## config.mk

```make
export PLATFORM = sky130hd
export DESIGN_NAME = banner_msg_buffer
export DESIGN_NICKNAME = d
export VERILOG_FILES = /design/src/rtl/banner_msg_buffer.sv
export SDC_FILE = /design/constraint.sdc
export NUM_CORES = 1
export LEC_CHECK = 0
export CORE_UTILIZATION = 40
export DETAILED_ROUTE_END_ITERATION = 16
export PLACE_DENSITY = 0.58
export SLEW_MARGIN = 30
export SYNTH_ARGS = -nofsm -noshare
export SYNTH_HDL_FRONTEND = slang
export SYNTH_SLANG_ARGS = --single-unit
export TNS_END_PERCENT = 30
```

## constraint.sdc

```tcl
create_clock -name clk -period 4.7 [get_ports clk]
set_input_delay 0.47 -clock clk [delete_from_list [all_inputs] [get_ports clk]]
set_output_delay 0.47 -clock clk [all_outputs]
set_load 0.02 [all_outputs]
```

## src/rtl/banner_msg_buffer.sv

```systemverilog
// banner_msg_buffer: writable message store and 4-digit scroll window for the
// 7-segment banner. Characters arrive over a valid/ready stream; the scroll
// position advances on the banner tick.
// Optional macro BANNER_WRAP_EN: circular scrolling. When it is undefined
// (default build), scrolling is clamped so the window never runs past the end.
module banner_msg_buffer #(
  parameter int unsigned DEPTH = 16,
  parameter int unsigned PW    = $clog2(DEPTH)
) (
  input  logic          clk,
  input  logic          reset,
  input  logic          load_start,
  input  logic          wr_valid,
  input  logic [3:0]    wr_data,
  input  logic          wr_last,
  output logic          wr_ready,
  input  logic          tick,
  input  logic          en,
  input  logic          dir,
  output logic [15:0]   window,
  output logic [3:0]    blank,
  output logic [PW:0]   len,
  output logic          loading
);

  localparam int unsigned LW      = PW + 1;
  localparam int unsigned LEN_RST = (DEPTH < 10) ? DEPTH : 10;

  typedef enum logic {
    S_SHOW = 1'b0,
    S_LOAD = 1'b1
  } state_t;

  state_t        r_state;
  state_t        w_state_nxt;
  logic [3:0]    r_mem [DEPTH];
  logic [PW-1:0] r_pos;
  logic [LW-1:0] r_wr_ptr;
  logic [LW-1:0] r_len;
  logic [PW-1:0] w_pos_nxt;
  logic [LW-1:0] w_idx [4];
  logic [3:0]    w_blank;
  logic          w_wr_fire;

  assign len       = r_len;
  assign w_wr_fire = wr_valid && wr_ready;

  // State register
  always_ff @(posedge clk or posedge reset) begin
    if (reset) r_state <= S_SHOW;
    else       r_state <= w_state_nxt;
  end

  // Next state: load_start enters/restarts LOAD, an accepted last write leaves it
  always_comb begin
    w_state_nxt = r_state;
    case (r_state)
      S_SHOW: if (load_start) w_state_nxt = S_LOAD;
      S_LOAD: if (!load_start && w_wr_fire && wr_last) w_state_nxt = S_SHOW;
      default: w_state_nxt = S_SHOW;
    endcase
  end

  // Message memory, write pointer, length and scroll position
  always_ff @(posedge clk or posedge reset) begin
    if (reset) begin
      for (int i = 0; i < int'(DEPTH); i++) begin
        r_mem[i] <= (i < int'(LEN_RST)) ? 4'(i) : 4'd0;
      end
      r_pos    <= '0;
      r_wr_ptr <= '0;
      r_len    <= LW'(LEN_RST);
    end else begin
      case (r_state)
        S_SHOW: begin
          if (load_start) begin
            r_wr_ptr <= '0;
            r_pos    <= '0;
          end else if (tick && en) begin
            r_pos <= w_pos_nxt;
          end
        end
        S_LOAD: begin
          if (load_start) begin
            r_wr_ptr <= '0;
          end else if (w_wr_fire) begin
            // Once the pointer reaches DEPTH further characters are dropped
            if (r_wr_ptr != LW'(DEPTH)) begin
              r_mem[r_wr_ptr[PW-1:0]] <= wr_data;
              r_wr_ptr                <= r_wr_ptr + LW'(1);
            end
            if (wr_last) begin
              r_len <= (r_wr_ptr == LW'(DEPTH)) ? r_wr_ptr : r_wr_ptr + LW'(1);
              r_pos <= '0;
            end
          end
        end
        default: ;
      endcase
    end
  end

`ifdef BANNER_WRAP_EN
  // Circular scroll step: wraps between 0 and len-1
  always_comb begin
    w_pos_nxt = r_pos;
    if (dir) w_pos_nxt = (r_pos == '0) ? PW'(r_len - LW'(1)) : r_pos - PW'(1);
    else     w_pos_nxt = ({1'b0, r_pos} == r_len - LW'(1)) ? '0 : r_pos + PW'(1);
  end
`else
  logic [LW-1:0] w_max_pos;

  // Clamped scroll step: position held within 0..max(len-4, 0)
  always_comb begin
    w_max_pos = (r_len > LW'(4)) ? r_len - LW'(4) : '0;
    w_pos_nxt = r_pos;
    if (dir) w_pos_nxt = (r_pos == '0) ? '0 : r_pos - PW'(1);
    else     w_pos_nxt = ({1'b0, r_pos} >= w_max_pos) ? PW'(w_max_pos) : r_pos + PW'(1);
  end
`endif

  // Per-digit memory index and blanking; wrap needs only one subtract since pos < len
  always_comb begin
    for (int k = 0; k < 4; k++) begin
      w_idx[k] = {1'b0, r_pos} + LW'(k);
`ifdef BANNER_WRAP_EN
      if (w_idx[k] >= r_len) w_idx[k] = w_idx[k] - r_len;
      w_blank[k] = (LW'(k) >= r_len);
`else
      w_blank[k] = (w_idx[k] >= r_len);
`endif
    end
  end

  // Outputs: LOAD shows a fully blanked display, SHOW presents the window
  always_comb begin
    wr_ready = 1'b0;
    loading  = 1'b0;
    window   = '0;
    blank    = 4'b1111;
    if (r_state == S_LOAD) begin
      wr_ready = 1'b1;
      loading  = 1'b1;
    end else begin
      blank = w_blank;
      for (int k = 0; k < 4; k++) begin
        window[4*k +: 4] = w_blank[k] ? 4'd0 : r_mem[w_idx[k][PW-1:0]];
      end
    end
  end

endmodule

```

Word level (Yosys, flattened, before mapping). Index checks and enable logic that the tools add are counted.

Bits in registers: 79. Latch bits: 0. RAM bits: 0. Bits in read-only memories: 0. Bits of input ports: 12. Output and inout bits: 27. Logic and storage cells: 107. Memories kept: 0.

Add/sub/neg operators: 7. Multiply operators: 0. Div/mod/pow operators: 0. Magnitude comparators: 12. Equal/unequal tests: 9. Shifts and indexed selects: 0. Multiplexer cells: 41. Bitwise logic cells: 7. Reductions and logical operators: 11.

Operators by type and width (number): 4-bit two-way mux (22); 4-bit binary-select mux with 4-bit select (4); 64-bit bitwise mux (1); 5-bit two-way mux (6); 5-bit greater-or-equal comparator, second input constant (5); 4-bit inverter with 5-bit output (5); 4-bit demux with 4-bit select (1); 16-bit two-way mux (1); 5-bit greater-or-equal comparator (3); 4-bit AND reduction (3); 4-bit by 2-bit adder with 5-bit output, second input constant (2); 4-bit by 5-bit greater-or-equal comparator with 1-bit output (2); 5-bit case mux with 2 select lines (1); 4-bit case mux with 2 select lines (1); 2-bit != test, second input constant (3); 3-bit by 2-bit != test with 1-bit output, second input constant (2); 4-bit by 1-bit adder with 5-bit output, second input constant (1); 5-bit by 1-bit adder with 5-bit output, second input constant (1); 5-bit == test, second input constant (1); 5-bit by 3-bit > comparator with 1-bit output, second input constant (1); 1-bit logical AND (5); 5-bit by 1-bit less-than comparator with 1-bit output, second input constant (1); 5-bit != test, second input constant (1); 5-bit by 3-bit subtractor with 5-bit output, second input constant (1); other kinds (10) (13).

Logic depth before layout (Yosys ltp). Gate-level depths: netlist of the first run.

Depth after elaboration: 8. Mapped depth: 11. Mapped depth without buffers: 11.

Least setup slack after synthesis of the first run. Ideal clock, no wire load.

Path kind: flip-flop to output port. Start point: reg r_pos[1]. End point: out window[10]. Arrival: 3.131 ns. Data required time: 4.230 ns. Path slack: 1.099 ns. Cell stages (with the launch flop): 9. Buffers on the path: 3. Cell sequence: dfrtp_1 > buf_1 > clkinv_1 > ha_1 > buf_1 > buf_1 > mux4_2 > mux4_2 > nor2b_1.

Word-level cells in the longest chain between the ends: 7. Elaborated cells between the ends (all ways): 8. Classes of those cells: 1 x add/sub; 1 x order compare; 5 x mux; 1 x bitwise.

RTL lines: start, declared (line 37) `logic [PW-1:0] r_pos;`; start signal, assigned (line 80) `r_pos <= w_pos_nxt;`; 4-bit by 2-bit adder with 5-bit output * (line 125) `w_idx[k] = {1'b0, r_pos} + LW'(k);`; 4-bit inverter with 5-bit output (not written as such) (line 147) `window[4*k +: 4] = w_blank[k] ? 4'd0 : r_mem[w_idx[k][PW-1:0]];`; 4-bit binary-select mux with 4-bit select (line 147); 4-bit two-way mux (not written as such) (2 in series) (line 147); 4-bit two-way mux * (line 147); 16-bit two-way mux * (line 141) `if (r_state == S_LOAD) begin`; end, declared (line 20) `output logic [15:0] window,`.

Mark *: on every way between the ends. The rest lies on a longest branch, timed or not. The select of a mux whose other input is x is not followed.

Worst setup path after layout of the first run.
Start point: reg r_pos[1]. End point: out window[5].

Word-level cells in the longest chain between the ends: 7. Elaborated cells between the ends (all ways): 8. Classes of those cells: 1 x add/sub; 1 x order compare; 5 x mux; 1 x bitwise.

RTL lines (line): 4-bit by 1-bit adder with 5-bit output * (125); 4-bit inverter with 5-bit output (not written as such) (147); 4-bit binary-select mux with 4-bit select (147); 4-bit two-way mux (not written as such) (2 in series) (147); 4-bit two-way mux * (147); 16-bit two-way mux * (141).

Marked as above.

==> results by group, run 1 <==
Pwr
  – Switching share of power: 0.288
  – Comb pwr share: 0.231
  – Sequential share of power: 0.389
  – P_sw: 604 µW
  – Clock network fraction of design power: 0.380
  – Power density cells: 299 mW/mm²
  – Maximum vdd drop: approximately 0.16 mV
  – Internal power: 1490 µW
  – Leakage: 0.00279 µW

Yosys
  – EDFF count, synth: 0
  – Fraction of registers with async set/reset: 1.00
  – Synth Instances: 500
  – Cell Area, Synth: 0.00614 mm²
  – Mux contribution to synthesized area: 0.377
  – #FFs+latches synth: 79
  – Mean Syn Cell Area: 12.3 µm²
  – Post-synthesis sequential area ratio: 0.325
  – Post-Synth XOR/XNOR Area: 0.0183
  – Yosys cell types: 55
  – Compound-Gate Fraction of Synth Area: 0.0721
  – Syn. warnings: 0
  – Post-synthesis adder-cell area fraction: 0.0672
  – Combinational family with the most area after synthesis: multiplexers
  – Synth Area in Simple Gates: 0.101
  – Mapped Nets: around 550
  – Ys flop type: dfrtp_1

Hold path
  – Hold Path Class: flop to flop

Cells and area
  – Fill count: 1329
  – Area growth, synth to finish: 14.0%
  – Layout cells sized above 1: 0.316
  – Commonest non-fill, non-tap cell in the layout: mux4_2
  – Antenna diode count: 0
  – Nets: 572
  – Commonest cells after routing, fill and taps aside: 66 x mux4_2, 61 x dfrtp_1, 48 x mux2_2

Worst setup path
  – Crit-path leading delay family: buffers and inverters
  – Required @ worst endpoint: 4.23 ns
  – CP Buf/Inv Count: 3
  – Kind of critical path: flop to output pin
  – Worst Path Arrival: 4.04 ns
  – Critical path capture point type: output pin
  – Most common cell on crit path: ha_1
  – CP Launch Type: flop
  – Worst-path cell chain: buf_4, ha_1, nand2_1, xor2_1, inv_2, ha_1, a211oi_1, o21ai_1, nor4_1, clkdlybuf4s50_1
  – CP max stage cell: clkdlybuf4s50_1
  – Critical path's largest stage delay: 0.72 ns
  – Max FO, Critical Path: 23

STA
  – Clock Skews: 0.00861 ns
  – Final worst slack: 0.194 ns
  – Final min period: approximately 4.5 ns
  – Fin. max-slew vios: 0
  – Worst Tran Pin Value: 0.976 ns
  – RSZ-0062 raised after global routing: no
  – Hold Violations, Final: 0
  – Fmax: about 220 MHz
  – Setup violators final: 0
  – Relative slew slack: 0.343
  – TNS Setup: 0 ns
  – Period utilization: 0.959

Drt
  – Detailed-route wire length: 16600 µm
  – Vias per cell: between 6 and 7
  – DR DRC count: 0
  – Antenna Violating Nets Remaining: 0
  – Pre-antenna DRT Iters: 4
  – Vias: 4468
  – Drt initial violations: 350
  – DR WL/cell: 23.1 µm

Clock network
  – CTS tree: built
  – # H-tree levels: 3
  – Worst skew pair latency: 0.35 ns
  – CTS clock-pin slew for the worst setup and hold paths: 0.06 ns
  – PostCTS Resize Cnt: 0
  – Hold-fix buffers, CTS: 0
  – Total CTS buffers: 9
  – # Post-CTS Setup Buffers: 0
  – Clock Tree Root: clkbuf_16
  – CTS sink cnt: 79
  – CTS max path bufs: 2

Placed design
  – Gpl congestion: 0.922
  – Number of buffers added on ports: 38
  – Post-DP HPWL: 12200 µm
  – Setup WS pre-CTS: 0.674 ns

Global route
  – Largest net degree at the start of global routing: 54
  – Tot GR Track Use: 0.222
  – First-pass GRT wire length: 26400 µm
  – Vias in the first global route: 4530
  – Grt total ovfl: 0
  – Initial antenna violation count: 0

Job
  – Max-Cap Viols: 0

Floorplanning
  – Initial Utilization: 0.416
  – # IOs: 39
  – Row count: 44
  – Die span in x: roughly 130 µm
  – Core ar.: between 0.01 and 0.015 mm²
  – Vert. Die Dim: 126 µm
  – Die footprint: 0.0159 mm²

Outcome
  – Status: finished, final reports clean
==> power by group through the flow <==
stage	Sequential (µW)	Combinational (µW)	Clock, µW
6_report	814	484	795
5_1_grt	821	526	841
4_1_cts	813	485	812
3_5_place_dp	826	483	0
3_3_place_gp	819	477	0
2_1_floorplan	797	359	0
==> path summary, 6_finish.rpt <==
path                       depth (start not counted)  slack (ns)                    to                 start
min in group asynchronous                          2        0.51  r_mem[7]$_DFFE_PP0P_                 reset
setup / recovery                                  10        0.19             window[5]  r_pos[1]$_DFFE_PP0P_
hold reg to reg                                    2        0.50    len[3]$_DFFE_PP1P_    len[3]$_DFFE_PP1P_
max in group asynchronous                          3        3.22    len[1]$_DFFE_PP1P_                 reset
hold / removal                                     2        0.50    len[3]$_DFFE_PP1P_    len[3]$_DFFE_PP1P_
setup reg to reg                                  11        1.83  r_pos[3]$_DFFE_PP0P_    len[3]$_DFFE_PP1P_
==> cells by family after synthesis <==
| family | after synthesis |
|---|---|
| AOI/OAI and AO/OA | 64 |
| muxes | 141 |
| and+or+nand+nor | 121 |
| adders and majority gates | 33 |
| buffers and inverters | 50 |
| DFF | 79 |
| xor gates and xnor gates | 12 |
==> routing by layer <==
layer	track usage	wire length, µm	share of wire
met4	0.0780	303	0.018
met5	0	0	0
met2	0.361	8190	0.49
met1	0.300	7120	0.43
met3	0.0365	935	0.056
==> sequential cells by signal, indices dropped and copies added, names as in the netlist <==
name      cells
len           5
r_mem        64
r_state       1
r_pos         4
r_wr_ptr      5
==> cell type report <==
class / instances / area [µm²] / area share
clock buffers: 12 / 256 / 0.0366
clock inverters: 4 / 76.3 / 0.0109
inverters: 17 / 65.1 / 0.00929
multi-input cells: 371 / 3910 / 0.558
flip-flops and latches: 79 / 2000 / 0.286
well taps: 184 / 230 / 0.0329
repair buffers: 49 / 463 / 0.0661
==> metrics by stage <==
stage	power, µW	std cells	util	instance area, µm²	hold slack [ns]
floorplan	1160	500	-	6140	0.511
global placement	1300	700	0.452	6670	0.497
detailed placement	1310	700	0.452	6670	0.504
CTS	2110	716	0.474	7000	0.513
global route	2190	716	0.475	7000	0.520
finish	2090	716	0.475	7000	0.504
==> synthesized netlist by cell type (10+ instances only) <==
library cell / n / area (µm²)
nand2_1: 38 / 143
nand2b_1: 11 / 68.8
mux2_1: 16 / 180
dfstp_2: 17 / 447
ha_1: 33 / 413
o21ai_0: 13 / 65.1
mux2i_1: 11 / 110
and2_1: 10 / 62.6
mux4_2: 66 / 1490
dfrtp_1: 62 / 1550
a211oi_1: 15 / 113
inv_1: 13 / 48.8
mux2_2: 48 / 541
nor2_1: 23 / 86.3
clkbuf_1: 15 / 56.3
nor3_1: 11 / 55.1
==> worst min-delay path: stages (launching register included) <==
cell and delay, ns:
dfstp_2 0.38, nand2_1 0.05, o21ai_0 0.07
Note: power is estimated with default switching activity, not from simulation.
==> run 2: changes to the inputs <==
TNS_END_PERCENT = default   (was 30)
==> results of run 2 <==
No change in the layout: final DEF, timing and power equal those of run 1.
